==> src/rtl/uart_rx_unit.sv <==
// 8N1 UART receiver with 16x oversampling, presenting bytes on a valid/ack
// handshake with sticky overrun and a one-clock framing-error pulse.
//
// state   | meaning
// --------+----------------------------------------------------------
// S_IDLE  | line idle, waiting for rxs low on a tick
// S_START | timing to mid start bit to reject glitches
// S_DATA  | sampling 8 data bits, LSB first
// S_STOP  | sampling the stop bit
// S_BREAK | stop bit was low; wait for the line to return high
module uart_rx_unit #(
  parameter int unsigned clk_freq = 50000000,
  parameter int unsigned baud     = 115200
) (
  input  logic       clk,
  input  logic       rst,
  input  logic       rx,
  output logic [7:0] rx_data,
  output logic       rx_valid,
  input  logic       rx_ack,
  output logic       rx_overrun,
  output logic       rx_frame_err
);

  localparam int unsigned div    = clk_freq / (baud * 16);
  localparam int unsigned tick_w = (div > 1) ? $clog2(div) : 1;

  localparam logic [2:0] S_IDLE  = 3'd0;
  localparam logic [2:0] S_START = 3'd1;
  localparam logic [2:0] S_DATA  = 3'd2;
  localparam logic [2:0] S_STOP  = 3'd3;
  localparam logic [2:0] S_BREAK = 3'd4;

  generate
    if (div < 1) begin : g_div_check
      $error("uart_rx_unit: clk_freq / (baud*16) must be at least 1");
    end
  endgenerate

  logic [1:0]        sync_q, sync_d;
  logic [tick_w-1:0] tcnt_q, tcnt_d;
  logic [2:0]        state_q, state_d;
  logic [3:0]        scnt_q, scnt_d;
  logic [2:0]        bcnt_q, bcnt_d;
  logic [7:0]        sr_q, sr_d;
  logic [7:0]        data_q, data_d;
  logic              valid_q, valid_d;
  logic              overrun_q, overrun_d;
  logic              ferr_q, ferr_d;
  logic              rxs, tick, byte_done, frame_bad;

  assign rxs = sync_q[1];

  always_comb begin
    sync_d = {sync_q[0], rx};
    tick   = (tcnt_q == tick_w'(div - 1));
    tcnt_d = tick ? '0 : tcnt_q + tick_w'(1);
  end

  always_comb begin
    state_d   = state_q;
    scnt_d    = scnt_q;
    bcnt_d    = bcnt_q;
    sr_d      = sr_q;
    byte_done = 1'b0;
    frame_bad = 1'b0;
    if (tick) begin
      case (state_q)
        S_IDLE: begin
          if (!rxs) begin
            state_d = S_START;
            scnt_d  = 4'd0;
          end
        end
        S_START: begin
          if (scnt_q == 4'd7) begin
            if (!rxs) begin
              state_d = S_DATA;
              scnt_d  = 4'd0;
              bcnt_d  = 3'd0;
            end else begin
              state_d = S_IDLE;
            end
          end else begin
            scnt_d = scnt_q + 4'd1;
          end
        end
        S_DATA: begin
          // scnt wraps 15 -> 0, so STOP is entered with scnt already at 0
          scnt_d = scnt_q + 4'd1;
          if (scnt_q == 4'd15) begin
            sr_d   = {rxs, sr_q[7:1]};
            bcnt_d = bcnt_q + 3'd1;
            if (bcnt_q == 3'd7) state_d = S_STOP;
          end
        end
        S_STOP: begin
          scnt_d = scnt_q + 4'd1;
          if (scnt_q == 4'd15) begin
            byte_done = rxs;
            frame_bad = !rxs;
            state_d   = rxs ? S_IDLE : S_BREAK;
          end
        end
        S_BREAK: begin
          if (rxs) state_d = S_IDLE;
        end
        default: state_d = S_IDLE;
      endcase
    end
  end

  always_comb begin
    data_d    = data_q;
    valid_d   = valid_q;
    overrun_d = overrun_q;
    ferr_d    = frame_bad;
    if (rx_ack && valid_q) begin
      valid_d   = 1'b0;
      overrun_d = 1'b0;
    end
    // an ack on the completion edge frees the register for the new byte
    if (byte_done) begin
      if (!valid_q || rx_ack) begin
        data_d  = sr_q;
        valid_d = 1'b1;
      end else begin
        overrun_d = 1'b1;
      end
    end
  end

  always_ff @(posedge clk or negedge rst) begin
    if (!rst) begin
      sync_q    <= 2'b11;
      tcnt_q    <= '0;
      state_q   <= S_IDLE;
      scnt_q    <= 4'd0;
      bcnt_q    <= 3'd0;
      sr_q      <= 8'h00;
      data_q    <= 8'h00;
      valid_q   <= 1'b0;
      overrun_q <= 1'b0;
      ferr_q    <= 1'b0;
    end else begin
      sync_q    <= sync_d;
      tcnt_q    <= tcnt_d;
      state_q   <= state_d;
      scnt_q    <= scnt_d;
      bcnt_q    <= bcnt_d;
      sr_q      <= sr_d;
      data_q    <= data_d;
      valid_q   <= valid_d;
      overrun_q <= overrun_d;
      ferr_q    <= ferr_d;
    end
  end

  assign rx_data      = data_q;
  assign rx_valid     = valid_q;
  assign rx_overrun   = overrun_q;
  assign rx_frame_err = ferr_q;

endmodule

==> config.mk <==
export PLATFORM = sky130hd
export DESIGN_NAME = uart_rx_unit
export DESIGN_NICKNAME = d
export VERILOG_FILES = /design/src/rtl/uart_rx_unit.sv
export SDC_FILE = /design/constraint.sdc
export NUM_CORES = 1
export LEC_CHECK = 0
export ABC_AREA = 1
export BUFFER_PORTS_ARGS = -buffer_cell sky130_fd_sc_hd__buf_2
export CAP_MARGIN = 5
export CORE_ASPECT_RATIO = 1.4
export CORE_MARGIN = 2
export CORE_UTILIZATION = 25
export CTS_BUF_LIST = sky130_fd_sc_hd__clkbuf_2
export DETAILED_ROUTE_END_ITERATION = 8
export PLACE_DENSITY_LB_ADDON = 0.15
export SETUP_SLACK_MARGIN = 0.02
export SLEW_MARGIN = 25
export SYNTH_ARGS = -nofsm -noshare
export SYNTH_HDL_FRONTEND = slang
export SYNTH_SLANG_ARGS = --single-unit
==> constraint.sdc <==
create_clock -name clk -period 3.05 [get_ports clk]
set_input_delay 0.61 -clock clk [delete_from_list [all_inputs] [get_ports clk]]
set_output_delay 0.61 -clock clk [all_outputs]
set_load 0.02 [all_outputs]
== Yosys cells after proc, flatten, opt, wreduce, memory -nomap -nowiden ==
Cells that the tools add are included.

* Flip-flop bits (word level): 36
* Bits of input ports: 4
* Logic and storage cells: 70

* Add/sub/neg operators: 3
* Eq/ne operators: 15
* Mux-type cells: 29
* Reductions and logical operators: 13

{| class="wikitable"
|+ Operators by type and width
! cell !! count
|-
| 2-to-1 mux 3 bit || 10
|-
| one-hot mux 3 bit (5 select lines) || 1
|-
| inequality test 2 bit (second input constant) || 7
|-
| 2-to-1 mux 1 bit || 12
|-
| one-hot mux 4 bit (3 select lines) || 1
|-
| 2-to-1 mux 4 bit || 2
|-
| AND reduction 7 bit || 1
|-
| == test 3 x 2 -> 1 bit (second input constant) || 2
|-
| == test 3 bit (second input constant) || 2
|-
| one-hot mux 3 bit (2 select lines) || 1
|-
| adder 5 x 1 -> 5 bit (second input constant) || 1
|-
| == test 5 bit (second input constant) || 1
|-
| 2-to-1 mux 5 bit || 1
|-
| AND reduction 5 bit || 1
|-
| adder 4 x 1 -> 4 bit (second input constant) || 1
|-
| == test 4 x 3 -> 1 bit (second input constant) || 1
|-
| == test 4 bit (second input constant) || 1
|-
| AND reduction 2 bit || 2
|-
| adder 3 x 1 -> 3 bit (second input constant) || 1
|-
| == test 3 x 1 -> 1 bit (second input constant) || 1
|-
| logical NOT 3 bit || 1
|-
| AND reduction 3 bit || 1
|-
| nonzero test 3 bit || 1
|-
| logical NOT 1 bit || 2
|-
| other kinds (5) || 5
|}

== Depth between registers and ports, before layout ==
Gate-level depths: netlist of the first run.

* Depth in word-level cells: 5
* Depth in mapped cells: 10
* Gate-level depth less buffers: 9

== Least setup slack after synthesis of the first run ==
No wires, ideal clock.

* Path type: register -> register
* Start point: register tcnt_q[0]
* End point: register bcnt_q[0]
* Setup time: 0.116 ns
* Data arrival time: 1.302 ns
* Path slack: 1.631 ns
* Stages on the path, launching flop included: 11
* Buffers on the path: 1
* Period minus slack after synthesis: 1.419 ns
* Cell sequence: dfrtp_1 -> inv_1 -> ha_1 -> nand2_2 -> nor2_8 -> buf_6 -> inv_2 -> nor2_1 -> nand3_2 -> nand2_1 -> nand2_1

* Word-level cells in the longest chain between the ends: 2

{| class="wikitable"
|+ RTL lines
! element !! line !! text
|-
| start: declaration || 41 || <nowiki>logic [tick_w-1:0] tcnt_q, tcnt_d;</nowiki>
|-
| start signal: assignment || 147 || <nowiki>tcnt_q <= tcnt_d;</nowiki>
|-
| == test 5 bit || 56 || <nowiki>tick = (tcnt_q == tick_w'(div - 1));</nowiki>
|-
| AND reduction 5 bit (no line) || n/a ||
|-
| end signal: assignment || 150 || <nowiki>bcnt_q <= bcnt_d;</nowiki>
|-
| end: declaration || 44 || <nowiki>logic [2:0] bcnt_q, bcnt_d;</nowiki>
|}

No other way between the ends.
A chain may end at the register's enable or synchronous reset.

== Final worst setup path of the first run ==
* Start point: register tcnt_q[0]
* End point: register data_q[4], in the netlist rx_data[4]

* Word-level cells in the longest chain between the ends: 3

{| class="wikitable"
|+ RTL lines
! element !! line !! text
|-
| == test 5 bit || 56 ||
|-
| 2-to-1 mux 1 bit || 67 || <nowiki>if (tick) begin</nowiki>
|-
| AND reduction 2 bit (no line) || n/a ||
|-
| end signal: assignment || 152 || <nowiki>data_q <= data_d;</nowiki>
|-
| end: declaration || 46 || <nowiki>logic [7:0] data_q, data_d;</nowiki>
|}

No other way between the ends.

==> results of run 1 <==
-- state kept, by name, indices dropped and copies added (netlist names) --
name	count
rx_overrun	1
rx_data	8
sync_q	2
tcnt_q	5
rx_frame_err	1
sr_q	8
state_q	3
rx_valid	1
bcnt_q	3
scnt_q	4
-- routing by layer --
layer / global-route usage (%) / vias to the layer above / wire, um / part of all wire (%)
li1: - / 654 / - / -
met1: 11.4 / 583 / 1510 / 43
met2: 17.1 / 13 / 1800 / 52
met3: 1.88 / 9 / 74 / 2.1
met4: 5.45 / 0 / 93 / 2.7
met5: 0 / - / 0 / 0
-- cells by family (layout without fill, tap and decap cells) --
logic type                 after synthesis  in the layout
other                                    0              1
adders and majority gates                5              5
DFF                                     36             36
buffers and inverters                   26             44
xor gates and xnor gates                 3              3
AOI/OAI and AO/OA                       26             26
and+or+nand+nor                        100            100
-- power by group --
part	switching, uW	internal [uW]	leakage, uW
combinational	19.5	5.28	0.000470
sequential	2.52	481	0.000479
clock	161	141	0.0000430
-- Yosys cell counts, types with 2 or more instances --
cell and number:
inv_2 4, nor2_4 3, dfstp_2 2, nand3_1 9
a21oi_1 2, nand2_2 9, nand3_2 4, nand2_1 53
buf_6 3, nor2_1 12, o21ai_2 16, o21ai_1 4
inv_1 18, o21bai_1 3, ha_1 5, xor2_1 3
dfrtp_1 34, nor3_1 3, nand4_4 2, nor2_2 2
-- final timing paths --
check | startpoint | to | cells after the start
worst max-delay path | tcnt_q[0] | rx_data[4] | 7
worst min-delay path | rst | state_q[1] | 1
worst max register to register | tcnt_q[0] | rx_data[4] | 7
worst min register to register | sync_q[0] | sync_q[1] | 0
max in group asynchronous | rst | state_q[0] | 1
min in group clk | rx | sync_q[0] | 1
-- metrics by stage --
stage | setup WS [ps] | utilization, %
after floorplan | 1630 | -
after global placement | 1400 | 27.5
after detailed placement | 1390 | 27.5
after CTS | 1350 | 28.4
after global routing | 1230 | 28.4
final | 1400 | 28.4
-- cell type report --
cell class,instances,area share (%)
Multi-Input combinational cell,134,39.7
Clock inverter,2,1.70
Antenna cell,1,0.121
Inverter,22,4.00
Timing Repair Buffer,14,3.39
Tap cell,97,5.88
Sequential cell,36,43.8
Clock buffer,6,1.45
-- worst reg2reg max path: cells and delay by family (launching register included) --
kind	cells	cell delay, ps
buf+inv	1	70
compound gates	1	60
simple gates	4	860
flops	1	440
fa+ha+maj	1	150
==> flow_summary.yaml, run 1 <==
status:
  status: "finished, final reports clean"
cells_and_area:
  seq_area_sq_um: 903
  fin_area_sq_um: 2060
  multi_input_area_sq_um: 820
  layout.cells.most_common: "nand2_1"
  num-fill-cells: 798
  fin_cells: 312
  layout_common_cells: "nand2_1 (53), dfrtp_1 (34), inv_1 (18)"
  drive_gt1_share_pct: 31.3
  areaGrowthSynthToFinish_pct: 11.8
  final_nets: 222
floorplan:
  core_sq_um: 7270
  dieArea_sq_um: 8100
  die_height_um: 106
  num_rows: 37
  initial_core_util_pct: 25.4
  die_w_um: 76.6
  pin_count: 15
timing:
  skew_ps: 25.5
  min_period_ps: 1650
  hold_viol: 0
  slew_viol_final: 0
  slew_headroom_pct: 45.7
  rsz0062_at_grt: "false"
  setup_viol: 0
  max_slew.worst_pin.slew_ps: 814
  setup_tns_ps: 0
  fin_crit_sh_pct: 54.0
  fmax_mhz: 607
  whs_ps: 282
worst_setup_path:
  path_buf_inv: 1
  reg2reg_slack_ps: 1400
  critPathLaunchType: "flop"
  crit_slowest_cell: "dfrtp_1"
  cp_max_fo: 16
  cpPeakStageDelay_ps: 440
  path_delay_family: "simple AND/OR/NAND/NOR gates"
  arrival_ps: 1950
  crit_chain: "inv_1 -> ha_1 -> nand2_2 -> nor2_8 -> nand4_4 -> nand2_1 -> o21ai_2"
  crit_type: "reg -> reg"
  cp-end-kind: "flop"
  cp_data_required_time_ps: 3350
global_route:
  track_usage_pct: 9.88
  grt_antenna_before_repair: 1
  grt_pass1_vias: 1329
  grt_max_degree: 37
  grt_pass1_wl_um: 6310
  grt-ovfl-total: 0
placement:
  gp_congestion: 0.770
  hpwl_um: 2590
  placed_cells: 303
  place_area_sq_um: 2000
  io_buffers: 14
yosys:
  ys_async_sr_fraction_pct: 100
  synth_edf_count: 0
  synth_top_family_by_area: "simple AND/OR/NAND/NOR gates"
  synth_flop_cell: "dfrtp_1"
  synthMuxAreaShare_pct: 0
  synthesis.nets: 205
  yosys.area.top_type_share_pct: 46.1
  ys_ff_latch: 36
  synth_largest_area_cell: "dfrtp_1"
  synthXorXnorAreaFrac_pct: 1.42
  yosysSeqAreaShare_pct: 48.9
  syn_inst: 196
  synth_fa_ha_area_share_pct: 3.39
  synthTopCellsByArea: "dfrtp_1 (46%), nand2_1 (11%), o21ai_2 (7.6%)"
  synth-simple-area-share_pct: 28.9
  synth_warnings: 0
  syn_avg_cell_area_sq_um: 9.42
  yosysUniqueCellTypes: 25
  synth_compound_area_share_pct: 10.7
  synth.cell_area_sq_um: 1850
clock_network:
  h-tree-depth: 2
  clock-sinks: 36
  cts_buffers: 5
  cts_setup_buffers: 0
  clk_pin_slew_ps: 190
  ctsResizeCount: 0
  clock-root-buffer: "clkbuf_2"
  tritoncts: "built"
  clk_latency_ps: 380
  clockBufferDepth: 2
  hold_buffers: 0
detailed_routing:
  first_iter_violations: 31
  drt_first_pass_iters: 3
  via_per_inst: 4.04
  wl_um: 3470
  postRouteAntennaNets: 0
  drc: 0
  vias: 1259
  avgRoutedWirePerCell_um: 11.1
job:
  max_cap_violations: 0
pwr:
  ir_drop_mv: 0.280
  powerDensity_nw_per_um2: 393
  power_uw: 811
  p_leak_uw: 0.000991
hold_path:
  hp-class: "in -> async"
Note: power is estimated with default switching activity, not from simulation.
==> inputs of run 2 (changes only) <==
- clock period: 3.05 -> 1.4 ns (I/O delays scaled with it)
==> run 2 against run 1 <==
Against the previous run: the run now ends with negative setup slack left; sequential power rose by 120%; via count rose by 10%; sequential share of layout area fell by 8.1 points; first-iteration DRC count rose by 52%; final area rose by 23%; clock power rose by 120%; worst setup slack got worse by 1500 ps; highest routed layer unchanged.
==> flow_summary.yaml, run 2 (synthesis results as in run 1) <==
timing:
  slew_viol_final: 0
  max_slew.worst_pin.slew_ps: 397
  rsz0062_at_grt: "true"
  skew_ps: 21.5
  setup_viol: 15
  setup_ws_ps: -55.3
  fin_crit_sh_pct: 104
  slew_headroom_pct: 73.6
  min_period_ps: 1460
  fmax_mhz: 687
  whs_ps: 159
  hold_viol: 0
cells_and_area:
  areaGrowthSynthToFinish_pct: 37.2
  drive_gt1_share_pct: 49.6
  layout.cells.most_common: "nand2_1"
  layout_common_cells: "nand2_1 (37), dfrtp_1 (33), o21ai_2 (18), buf_4 (18), inv_1 (17)"
  antenna_cells: 0
  multi_input_area_sq_um: 988
  post-route-util_pct: 34.9
  final_nets: 250
  seq_area_sq_um: 905
  num-fill-cells: 760
global_route:
  grt_max_degree: 24
  grt_pass1_vias: 1523
  grt_antenna_before_repair: 0
  track_usage_pct: 11.1
  grt-ovfl-total: 0
  grt_pass1_wl_um: 7010
worst_setup_path:
  critPathLaunchType: "flop"
  startpoint: "tcnt_q[0]"
  reg2reg_depth: 10
  rr_endpoint: "bcnt_q[1]"
  crit_slowest_cell: "dfrtp_1"
  reg2reg_slack_ps: -60
  path_delay_family: "simple AND/OR/NAND/NOR gates"
  arrival_ps: 1740
  crit_chain: "inv_1 -> ha_2 -> nand2_4 -> nor2_8 -> buf_12 -> inv_2 -> nor2_4 -> nand3_2 -> nand2_1 -> nand2_1"
  crit_top_cell: "nand2_1"
  cpPeakStageDelay_ps: 420
  cp-end-kind: "flop"
  cp_data_required_time_ps: 1690
  worstReg2RegStart: "tcnt_q[0]"
  cp_max_fo: 5
  path_buf_inv: 3
  crit_type: "reg -> reg"
floorplan:
  die_w_um: 76.6
  die_height_um: 106
  dieArea_sq_um: 8100
  pin_count: 15
  core_sq_um: 7270
  initial_core_util_pct: 25.4
  num_rows: 37
detailed_routing:
  first_iter_violations: 47
  drt_first_pass_iters: 4
  vias: 1387
  via_per_inst: 4.09
  avgRoutedWirePerCell_um: 11.6
  wl_um: 3940
  drc: 0
  postRouteAntennaNets: 0
clock_network:
  clk_pin_slew_ps: 180
  h-tree-depth: 2
  clock-root-buffer: "clkbuf_2"
  cts_buffers: 5
  clk_latency_ps: 390
  clockBufferDepth: 2
  tritoncts: "built"
  clock-sinks: 36
pwr:
  p_leak_uw: 0.00117
  powerDensity_nw_per_um2: 711
  power_uw: 1800
  ir_drop_mv: 0.457
placement:
  gp_congestion: 0.745
  place_ws_ps: -54.1
  hpwl_um: 2840
  io_buffers: 14
status:
  status: "finished, violations left"
  violations: "negative setup slack"
hold_path:
  min-delay-start: "rx_ack"
  hold_depth: 4
  hp-class: "in -> reg"
  whs_endpoint: "rx_overrun"
job:
  max_cap_violations: 0
## run 2: changes by cell type in the layout (fill, tap and decap cells not counted), sizes merged
cell / before / now
clkinvlp: 0 / 1
dlygate4sd3: 0 / 2
diode: 1 / 0
clkbuf: 6 / 5
buf: 14 / 40
## run 2: what timing repair did
item / CTS / global route
endpoints found under the setup margin: 26 / 28
hold buffers: 2 / 0
buffers inserted: 5 / 2
pin swaps: 12 / 3
gates cloned: 1 / 0
endpoints found under the hold margin: 14 / 0
resized for setup: 30 / 19
## run 2: worst max path at each step
stage                      to  slack (ps)  cells after the start
floorplan           scnt_q[2]          30                     10
global placement    scnt_q[0]         -60                      9
detailed placement  scnt_q[2]         -50                      9
CTS                 bcnt_q[0]         -60                     10
global route        bcnt_q[2]        -150                     10
finish              bcnt_q[1]         -60                     10
## run 2: metrics by stage
| stage | area [sq um] | TNS [ps] | std cells |
|---|---|---|---|
| final | 2530 | -361 | 339 |
| after CTS | 2450 | -558 | 337 |
| after global routing | 2530 | -2380 | 339 |
| after floorplan | 1850 | 0 | 196 |
| after detailed placement | 2170 | -630 | 321 |
| after global placement | 2170 | -711 | 321 |
## run 2: cell type report
cell class	instances	area share [%]
clock inverters	3	1.68
multi-input cells	134	39.0
clock buffers	5	0.988
repair buffers	42	14.5
inverters	22	3.36
flip-flops and latches	36	35.7
well taps	97	4.79
## run 2: worst register-to-register path, cell delays in order (launching register included)
cell and delay (ps):
dfrtp_1 420, inv_1 60, ha_2 180, nand2_4 60, nor2_8 130, buf_12 140, inv_2 50, nor2_4 100
nand3_2 100, nand2_1 80, nand2_1 50
## run 2: power by group
| group | total [uW] | internal (uW) | leakage [uW] | switching [uW] |
|---|---|---|---|---|
| Combinational | 83.7 | 30.0 | 0.000655 | 53.6 |
| Clock | 668 | 298 | 0.0000390 | 369 |
| Sequential | 1050 | 1050 | 0.000477 | 2.79 |
## run 2: layer usage
| metal | wire (um) | GRT usage [%] | share of wire (%) |
|---|---|---|---|
| met3 | 80 | 2.40 | 2.0 |
| met1 | 1560 | 11.6 | 40 |
| met5 | 0 | 0 | 0 |
| met2 | 2220 | 21.3 | 56 |
| met4 | 81 | 4.29 | 2.1 |
